`src/rtl/spi_flash_reader_if.sv`:
```
// Request/response and SPI pin bundle for the serial flash byte reader.
// master: requester side plus the flash device (drives request and MISO).
// slave:  the reader itself.
interface spi_flash_reader_if;
  logic        fd_valid;
  logic [23:0] fd_address;
  logic [7:0]  fd;
  logic        fd_ready;
  logic        busy;
  logic        spi_ss_n;
  logic        spi_sclk;
  logic        spi_mosi;
  logic        spi_miso;

  modport master (
    output fd_valid, fd_address, spi_miso,
    input  fd, fd_ready, busy, spi_ss_n, spi_sclk, spi_mosi
  );

  modport slave (
    input  fd_valid, fd_address, spi_miso,
    output fd, fd_ready, busy, spi_ss_n, spi_sclk, spi_mosi
  );
endinterface

```
`src/rtl/spi_flash_reader.sv`:
```
// SPI mode-0 master reading one byte from serial flash per request.
// Optional macro FAST_READ_EN: use the fast-read opcode with 8 dummy SCLK
// periods after the address (48 SCLK periods per frame instead of 40).
//
// state   | meaning
// IDLE    | waiting for fd_valid; SPI pins quiet
// SHIFT   | first cycle asserts chip select, then clocks command/address/data
// RECOVER | chip select high for 2*CLK_DIV cycles before the next request
module spi_flash_reader #(
  parameter int         CLK_DIV  = 4,
  parameter logic [7:0] CMD_READ = 8'h03,
  parameter logic [7:0] CMD_FAST = 8'h0B
) (
  input logic                clk,
  input logic                rstn,
  spi_flash_reader_if.slave  bus
);

`ifdef FAST_READ_EN
  localparam bit FAST = 1'b1;
`else
  localparam bit FAST = 1'b0;
`endif

  localparam logic [7:0] OPCODE     = FAST ? CMD_FAST : CMD_READ;
  // first SCLK period whose rising edge carries a data bit
  localparam logic [5:0] DATA_START = FAST ? 6'd40 : 6'd32;
  localparam logic [5:0] LAST_BIT   = DATA_START + 6'd7;

  localparam int HW = $clog2(CLK_DIV + 1);
  localparam int RW = $clog2(2 * CLK_DIV + 1);
  localparam logic [HW-1:0] HALF_RELOAD = HW'(CLK_DIV - 1);
  localparam logic [RW-1:0] REC_RELOAD  = RW'(2 * CLK_DIV - 1);

  typedef enum logic [1:0] {IDLE, SHIFT, RECOVER} state_t;

  state_t        state, state_next;
  logic [31:0]   shreg;
  logic [7:0]    rx;
  logic [5:0]    bit_cnt;
  logic [HW-1:0] half_cnt;
  logic [RW-1:0] rec_cnt;
  logic          sclk, ss_n, mosi;
  logic [7:0]    fd_hold;
  logic          ready_pulse, busy_flag;

  logic accept, start, run, tick_rise, tick_fall, done, rec_done;

  assign bus.fd       = fd_hold;
  assign bus.fd_ready = ready_pulse;
  assign bus.busy     = busy_flag;
  assign bus.spi_ss_n = ss_n;
  assign bus.spi_sclk = sclk;
  assign bus.spi_mosi = mosi;

  // state register
  always_ff @(posedge clk or negedge rstn) begin
    if (!rstn) state <= IDLE;
    else       state <= state_next;
  end

  // next state and per-cycle control strobes
  always_comb begin
    state_next = state;
    accept     = 1'b0;
    start      = 1'b0;
    run        = 1'b0;
    tick_rise  = 1'b0;
    tick_fall  = 1'b0;
    done       = 1'b0;
    rec_done   = 1'b0;
    case (state)
      IDLE: begin
        if (bus.fd_valid) begin
          accept     = 1'b1;
          state_next = SHIFT;
        end
      end
      SHIFT: begin
        // chip select is still high only in the cycle right after acceptance
        if (ss_n) begin
          start = 1'b1;
        end else begin
          run = 1'b1;
          if (half_cnt == '0) begin
            tick_rise = ~sclk;
            tick_fall = sclk;
            if (sclk && bit_cnt == LAST_BIT) begin
              done       = 1'b1;
              state_next = RECOVER;
            end
          end
        end
      end
      RECOVER: begin
        if (rec_cnt == '0) begin
          rec_done   = 1'b1;
          state_next = IDLE;
        end
      end
      default: state_next = IDLE;
    endcase
  end

  // shift datapath, SPI pins, timers and result register
  always_ff @(posedge clk or negedge rstn) begin
    if (!rstn) begin
      shreg       <= '0;
      rx          <= '0;
      bit_cnt     <= '0;
      half_cnt    <= '0;
      rec_cnt     <= '0;
      sclk        <= 1'b0;
      ss_n        <= 1'b1;
      mosi        <= 1'b0;
      fd_hold     <= 8'h00;
      ready_pulse <= 1'b0;
      busy_flag   <= 1'b0;
    end else begin
      ready_pulse <= 1'b0;
      if (accept) begin
        shreg     <= {OPCODE, bus.fd_address};
        busy_flag <= 1'b1;
      end
      if (start) begin
        ss_n     <= 1'b0;
        mosi     <= shreg[31];
        half_cnt <= HALF_RELOAD;
        bit_cnt  <= '0;
      end
      if (run) begin
        half_cnt <= (half_cnt == '0) ? HALF_RELOAD : half_cnt - 1'b1;
      end
      if (tick_rise) begin
        sclk <= 1'b1;
        if (bit_cnt >= DATA_START) rx <= {rx[6:0], bus.spi_miso};
      end
      if (tick_fall) begin
        sclk <= 1'b0;
        if (done) begin
          ss_n        <= 1'b1;
          mosi        <= 1'b0;
          fd_hold     <= rx;
          ready_pulse <= 1'b1;
          rec_cnt     <= REC_RELOAD;
        end else begin
          // zeros shifted in give MOSI=0 through dummy and data phases
          mosi    <= shreg[30];
          shreg   <= {shreg[30:0], 1'b0};
          bit_cnt <= bit_cnt + 6'd1;
        end
      end
      if (state == RECOVER && rec_cnt != '0) rec_cnt <= rec_cnt - 1'b1;
      if (rec_done) busy_flag <= 1'b0;
    end
  end

endmodule
```
`src/flat_wrapper.sv`:
```
// flat-port wrapper written by rule: the top's interface ports become plain ports
module spi_flash_reader_flat 
#(
  parameter int         CLK_DIV  = 4,
  parameter logic [7:0] CMD_READ = 8'h03,
  parameter logic [7:0] CMD_FAST = 8'h0B
)
  (clk, rstn, bus_fd_valid, bus_fd_address, bus_spi_miso, bus_fd, bus_fd_ready, bus_busy, bus_spi_ss_n, bus_spi_sclk, bus_spi_mosi);
  spi_flash_reader_if bus_i ();
  input logic clk;
  input logic rstn;
  input wire logic [$bits(bus_i.fd_valid)-1:0] bus_fd_valid;
  input wire logic [$bits(bus_i.fd_address)-1:0] bus_fd_address;
  input wire logic [$bits(bus_i.spi_miso)-1:0] bus_spi_miso;
  output wire logic [$bits(bus_i.fd)-1:0] bus_fd;
  output wire logic [$bits(bus_i.fd_ready)-1:0] bus_fd_ready;
  output wire logic [$bits(bus_i.busy)-1:0] bus_busy;
  output wire logic [$bits(bus_i.spi_ss_n)-1:0] bus_spi_ss_n;
  output wire logic [$bits(bus_i.spi_sclk)-1:0] bus_spi_sclk;
  output wire logic [$bits(bus_i.spi_mosi)-1:0] bus_spi_mosi;
  assign bus_i.fd_valid = bus_fd_valid;
  assign bus_i.fd_address = bus_fd_address;
  assign bus_i.spi_miso = bus_spi_miso;
  assign bus_fd = bus_i.fd;
  assign bus_fd_ready = bus_i.fd_ready;
  assign bus_busy = bus_i.busy;
  assign bus_spi_ss_n = bus_i.spi_ss_n;
  assign bus_spi_sclk = bus_i.spi_sclk;
  assign bus_spi_mosi = bus_i.spi_mosi;
  spi_flash_reader #(.CLK_DIV(CLK_DIV), .CMD_READ(CMD_READ), .CMD_FAST(CMD_FAST)) u_core (.clk(clk), .rstn(rstn), .bus(bus_i));
endmodule
```
`config.mk`:
```
export PLATFORM = sky130hd
export DESIGN_NAME = spi_flash_reader_flat
export DESIGN_NICKNAME = d
export VERILOG_FILES = /design/src/rtl/spi_flash_reader_if.sv /design/src/rtl/spi_flash_reader.sv /design/src/flat_wrapper.sv
export SDC_FILE = /design/constraint.sdc
export NUM_CORES = 1
export LEC_CHECK = 0
export BUFFER_PORTS_ARGS = -buffer_cell sky130_fd_sc_hd__buf_2
export CAP_MARGIN = 20
export CORE_MARGIN = 2
export CORE_UTILIZATION = 30
export CTS_CLUSTER_SIZE = 14
export DETAILED_ROUTE_END_ITERATION = 7
export GPL_ROUTABILITY_DRIVEN = 1
export PLACE_DENSITY = 0.47
export SYNTH_ARGS = -nofsm -noshare
export SYNTH_HDL_FRONTEND = slang
export SYNTH_SLANG_ARGS = --single-unit
export TNS_END_PERCENT = 5
```
`constraint.sdc`:
```
create_clock -name clk -period 2.73 [get_ports clk]
set_clock_uncertainty 0.15 [all_clocks]
set_input_delay 0.546 -clock clk [delete_from_list [all_inputs] [get_ports clk]]
set_output_delay 0.546 -clock clk [all_outputs]
set_load 0.005 [all_outputs]
```
; ---- Word level (Yosys, flattened, before mapping)
; Index checks and enable logic that the tools add are counted.
[op_classes]
add_sub_neg = 3
n_lt_le_gt_ge = 1
eq_ne = 8
mux = 48
bitwise_logic = 1
n_reduce_logical = 16
[op_table]
columns = operator, count
row1 = $mux 32, 3
row2 = $mux 1, 30
row3 = $mux 6, 3
row4 = $mux 4, 3
row5 = $reduce_bool 2->1, 6
row6 = $mux 2, 5
row7 = $mux 3, 3
row8 = $add 6x1->6 const B, 1
row9 = $eq 6x6->1 const B, 1
row10 = $ge 6x6->1 const B, 1
row11 = $ne 2x1->1 const B, 3
row12 = $pmux 2 s3, 1
row13 = $reduce_and 2->1, 3
row14 = $reduce_and 5->1, 1
row15 = $logic_not 4->1, 1
row16 = $ne 2x2->1 const B, 2
row17 = $reduce_bool 4->1, 1
row18 = $sub 4x1->4 const B, 1
row19 = $logic_not 3->1, 1
row20 = $sub 3x1->3 const B, 1
row21 = $eq 2x1->1 const B, 1
row22 = $eq 2x2->1 const B, 1
row23 = $logic_and 1x1->1, 2
row24 = $logic_not 2->1, 1
row25 = $not 1->1, 1
[totals]
register_bits = 68
inputBits = 28
output_inout_bits = 13
word_cells = 89

; ---- Depth between registers and ports, before layout
[logic_depth]
word_depth = 9
depth_mapped = 9

; ---- Worst setup path before layout
; OpenSTA, ideal clock, no wires.
[synth_timing]
kind = reg-to-reg
startpoint = register u_core.half_cnt[0]
endpoint = register u_core.fd_hold[3], in the netlist u_core.bus.fd[3]
setup_ns = 0.125
arrival_ns = 1.669
required_time_ns = 2.455
path_slack_ns = 0.786
stages_incl_launch_ff = 9
n_path_buf = 1
period_less_slack_ns = 1.944
cell_sequence = dfrtp_1 -> inv_1 -> ha_1 -> nand4bb_4 -> nor2_2 -> nand3_1 -> inv_2 -> buf_6 -> mux2_2
[synth_via]
elab_chain_cells = 5
elab_cells_between_ends = 8
[synth_rtl]
columns = element, line
row1 = "start, declared", spi_flash_reader.sv:41  ; logic [HW-1:0] half_cnt;
row2 = "start signal, assigned", spi_flash_reader.sv:132  ; half_cnt <= (half_cnt == '0) ? HALF_RELOAD : half_cnt - 1'b1;
row3 = $logic_not 3->1 (*), spi_flash_reader.sv:85  ; if (half_cnt == '0) begin
row4 = $mux 1, spi_flash_reader.sv:85
row5 = $mux 1, spi_flash_reader.sv:81  ; if (ss_n) begin
row6 = $mux 1, spi_flash_reader.sv:72  ; case (state)
row7 = $reduce_and 2->1 (no line) (*), n/a
row8 = "end signal, assigned", spi_flash_reader.sv:143  ; fd_hold <= rx;
row9 = "end, declared", spi_flash_reader.sv:44  ; logic [7:0] fd_hold;
; Mark *: on every way between the ends. The rest lies on a longest branch, timed or not.
; A chain may end at the register's enable or synchronous reset.

; ---- Final worst setup path
[layout_timing]
startpoint = register u_core.half_cnt[0]
endpoint = register u_core.fd_hold[4], in the netlist u_core.bus.fd[4]
; The elaborated chain is that of the path after synthesis.

==> impl_table.tex <==
\begin{tabular}{lr}
\hline
Metric & Value \\
\hline
\multicolumn{2}{l}{\textbf{Run status}} \\
\quad Run status & complete, no violations \\
\multicolumn{2}{l}{\textbf{Synth}} \\
\quad Netlist area before placement & 3100 sq um \\
\quad Syn Area/Cell & 11.2 sq um \\
\quad Share of synthesized area occupied by flip-flops and latches & 0.549 \\
\quad Number of storage elements in the synthesis netlist & 68 \\
\quad Yosys warning count & 0 \\
\quad Synthesized instance count & 277 \\
\quad Unique masters post-synth & 41 \\
\quad Synthesized net count & 310 \\
\multicolumn{2}{l}{\textbf{STA}} \\
\quad Worst-margin pin slew & 0.444 ns \\
\quad Worst slew margin & 0.703 \\
\quad Count of endpoints failing setup in the final report & 0 \\
\quad Total count of hold-check failures in the final report & 0 \\
\quad Final period utilization & 0.783 \\
\quad Setup\_tns & 0 ns \\
\quad FMAX & 468 MHz \\
\quad Setup repair after global routing missed its margin & false \\
\quad Shortest clock period the worst path allows after layout & 2.14 ns \\
\quad Final Slew Violations & 0 \\
\multicolumn{2}{l}{\textbf{Layout}} \\
\quad \# nets final & 352 \\
\quad Commonest non-fill, non-tap cell in the layout & dfrtp\_1 \\
\quad Area growth from synthesis to layout & 18.0\% \\
\quad Fraction of final layout cells sized beyond drive strength 1 & 0.247 \\
\quad Most frequent cells in the layout & 67 x dfrtp\_1, 49 x nand2\_1, 40 x buf\_2 \\
\quad Final instance area & 3660 sq um \\
\quad Total inserted antenna cells & 0 \\
\multicolumn{2}{l}{\textbf{Setup path}} \\
\quad Required arrival time at the worst endpoint & 2.82 ns \\
\quad Worst setup path category & flip-flop to flip-flop \\
\quad Startpoint Class & flip-flop \\
\quad Worst endpoint data arrival time & 2.22 ns \\
\quad Peak fanout along the critical path & 12 \\
\quad Number of buffers and inverters on the critical path & 2 \\
\quad Stage delay of the slowest cell on the critical path & 0.38 ns \\
\quad Critical path's slowest cell & dfrtp\_1 \\
\quad Kind of cell adding the most delay to the critical path & simple AND/OR/NAND/NOR gates \\
\quad Crit-path cells & inv\_1, ha\_1, nand4bb\_4, nor2\_2, nand3\_1, inv\_2, mux2\_2 \\
\quad CP Capture Type & flip-flop \\
\multicolumn{2}{l}{\textbf{Route}} \\
\quad Post-route DRC violation count & 0 \\
\quad Total Routed Length & 5810 microns \\
\quad ANT nets after route & 0 \\
\quad Iteration-0 DRC count of the detailed router & 73 \\
\quad Average wire per cell in the routed design & 12.6 microns \\
\quad Iteration count of the initial detailed-routing pass & 6 \\
\quad Routed vias/inst & 4.48 \\
\quad DR vias & 2062 \\
\multicolumn{2}{l}{\textbf{Global routing}} \\
\quad Remaining Overflow, GRT & 0 \\
\quad Combined global-route utilization of all metal layers & 0.115 \\
\quad Pin count of the biggest net entering global routing & 69 \\
\quad GR Util met1 & 0.156 \\
\quad First-pass GRT wire length & 10200 microns \\
\quad Fraction of met3 tracks used by global routing & 0.0451 \\
\quad Via count of the first global-routing pass & 2090 \\
\quad Met2 track demand over resource & 0.167 \\
\quad Initial antenna violation count & 0 \\
\quad Most heavily used metal layer in global routing & met2 \\
\multicolumn{2}{l}{\textbf{Power}} \\
\quad Leakage component of the power & 1.69 nW \\
\quad NetSw & 0.920 mW \\
\quad Internal Dissipation & 2.11 mW \\
\quad Share of total power consumed by net switching & 0.304 \\
\quad Power density over cell area & 828 nW/um\^{}2 \\
\quad Worst VDD drop & 0.309 mV \\
\quad Clk pwr share & 0.311 \\
\quad Combinational fraction of design power & 0.204 \\
\quad Sequential group share of total power & 0.485 \\
\quad Total Power & 3.03 mW \\
\multicolumn{2}{l}{\textbf{Placement}} \\
\quad Final weighted congestion in routability-driven placement & 0.671 \\
\quad Port bufs & 40 \\
\quad Instance area at placement & 3440 sq um \\
\quad Half-perimeter wire length after detailed placement & 3750 microns \\
\multicolumn{2}{l}{\textbf{Floorplanning}} \\
\quad Area of the die & 11200 sq um \\
\quad Boundary pin count & 41 \\
\quad Core area & 10200 sq um \\
\quad Number of rows created at floorplan & 37 \\
\quad Height of the die & 106 microns \\
\quad Effective utilization at floorplan & 0.305 \\
\quad Horizontal extent of the die & 106 microns \\
\multicolumn{2}{l}{\textbf{CTS}} \\
\quad Number of buffers created by CTS & 9 \\
\quad Clock slew seen by the registers of the worst setup and hold paths & 0.08 ns \\
\quad \# resized after CTS & 0 \\
\quad Clock tree from TritonCTS & yes \\
\quad Buffer depth of the longest clock path & 2 \\
\quad Num Clock Sinks & 68 \\
\quad Total of hold buffers inserted after clock tree synthesis & 0 \\
\quad Number of setup buffers added after CTS & 0 \\
\quad Clock insertion delay at the later pin of the skew report & 0.34 ns \\
\quad Clock root buffer & clkbuf\_8 \\
\quad Level count of the clock H-tree & 3 \\
\multicolumn{2}{l}{\textbf{Min path}} \\
\quad Class of the tightest hold or removal check & primary input to async pin \\
\multicolumn{2}{l}{\textbf{Flow run}} \\
\quad Max-cap check violation count & 0 \\
\hline
\end{tabular}
path summary, 6_finish.rpt:
| check | from | cells after the start | to | slack [ns] |
|---|---|---|---|---|
| max | u_core.half_cnt[0] | 7 | u_core.bus.fd[4] | 0.59 |
| min | rstn | 2 | u_core.shreg[7] | 0.03 |
| max reg2reg | u_core.half_cnt[0] | 7 | u_core.bus.fd[4] | 0.59 |
| min reg2reg | u_core.shreg[18] | 2 | u_core.shreg[19] | 0.33 |
| max in group asynchronous | rstn | 2 | u_core.bus.spi_ss_n | 2.03 |
| min in group clk | bus_spi_miso | 2 | u_core.rx[0] | 0.28 |
registers in the layout, summed over array words and instances, names as in the netlist:
name and count:
u_core.half_cnt 3, u_core.bus.fd_ready 1, u_core.state 2, u_core.bus.spi_mosi 1
u_core.bus.fd 8, u_core.rx 8, u_core.bus.spi_sclk 1, u_core.bit_cnt 6
u_core.bus.spi_ss_n 1, u_core.shreg 32, u_core.bus.busy 1, u_core.rec_cnt 4
kinds of logic after synthesis:
logic type / after synthesis / synth area share
AOI/OAI and AO/OA: 54 / 0.0952
adders and majority gates: 5 / 0.0202
buffers and inverters: 23 / 0.0399
and+or+nand+nor: 81 / 0.142
DFF: 68 / 0.549
muxes: 44 / 0.148
xor gates and xnor gates: 2 / 0.00565
cells in the mapped netlist, drive strengths merged:
library cell	number	area share
and4bb	1	0.0052
o21ai	36	0.058
nand2b	2	0.0065
mux2	16	0.058
nor4bb	1	0.0032
o21a	1	0.0024
o22ai	1	0.0020
nor2	6	0.0081
xnor2	1	0.0028
ha	5	0.020
and3	3	0.0060
mux2i	28	0.090
a31o	1	0.0028
dfstp	1	0.0085
nand3b	2	0.0089
or2	1	0.0020
nand4	2	0.0040
nand3	4	0.0065
nand4bb	1	0.0089
and2	2	0.0040
dfrtp	67	0.54
inv	11	0.013
a31oi	2	0.0040
a21oi	12	0.019
nor2b	2	0.0040
nor4b	1	0.0077
or3b	1	0.0028
clkbuf	2	0.0024
nor3	3	0.0048
a211oi	1	0.0065
nand2	49	0.059
buf	10	0.024
xor2	1	0.0028
per-layer routing:
| layer | share of wire | vias up |
|---|---|---|
| met2 | 0.41 | 44 |
| met4 | 0.013 | 0 |
| met1 | 0.52 | 977 |
| met3 | 0.058 | 8 |
| met5 | 0 | - |
| li1 | - | 1033 |
worst register-to-register path, delay by kind of cell (launching register included):
kind,cells,cell delay (ns)
fa+ha+maj,1,0.28
buf+inv,2,0.35
mux,1,0.37
flops,1,0.38
simple gates,3,0.51
power by group through the flow:
stage	clock, mW	sequential [mW]	combinational [mW]
after detailed placement	0	1.49	0.633
after global routing	1.03	1.51	0.724
after floorplan	0	1.45	0.489
final	0.943	1.47	0.618
after CTS	0.979	1.47	0.638
after global placement	0	1.48	0.617
final cells by class:
cell class / instances / area (sq um)
Clock buffer: 9 / 124
Clock inverter: 7 / 98.8
Fill cell: 1048 / 6520
Inverter: 11 / 41.3
Multi-Input combinational cell: 186 / 1280
Sequential cell: 68 / 1700
Tap cell: 136 / 170
Timing Repair Buffer: 43 / 248
through the flow:
step	util	cells	setup WS, ns	hold slack, ns
global placement	0.338	444	0.616	0.311
global route	0.359	460	0.415	0.0718
finish	0.359	460	0.594	0.0289
detailed placement	0.338	444	0.582	0.317
CTS	0.359	460	0.565	0.0592
floorplan	-	277	0.786	0.100
Power figures use the tool's default switching activity.
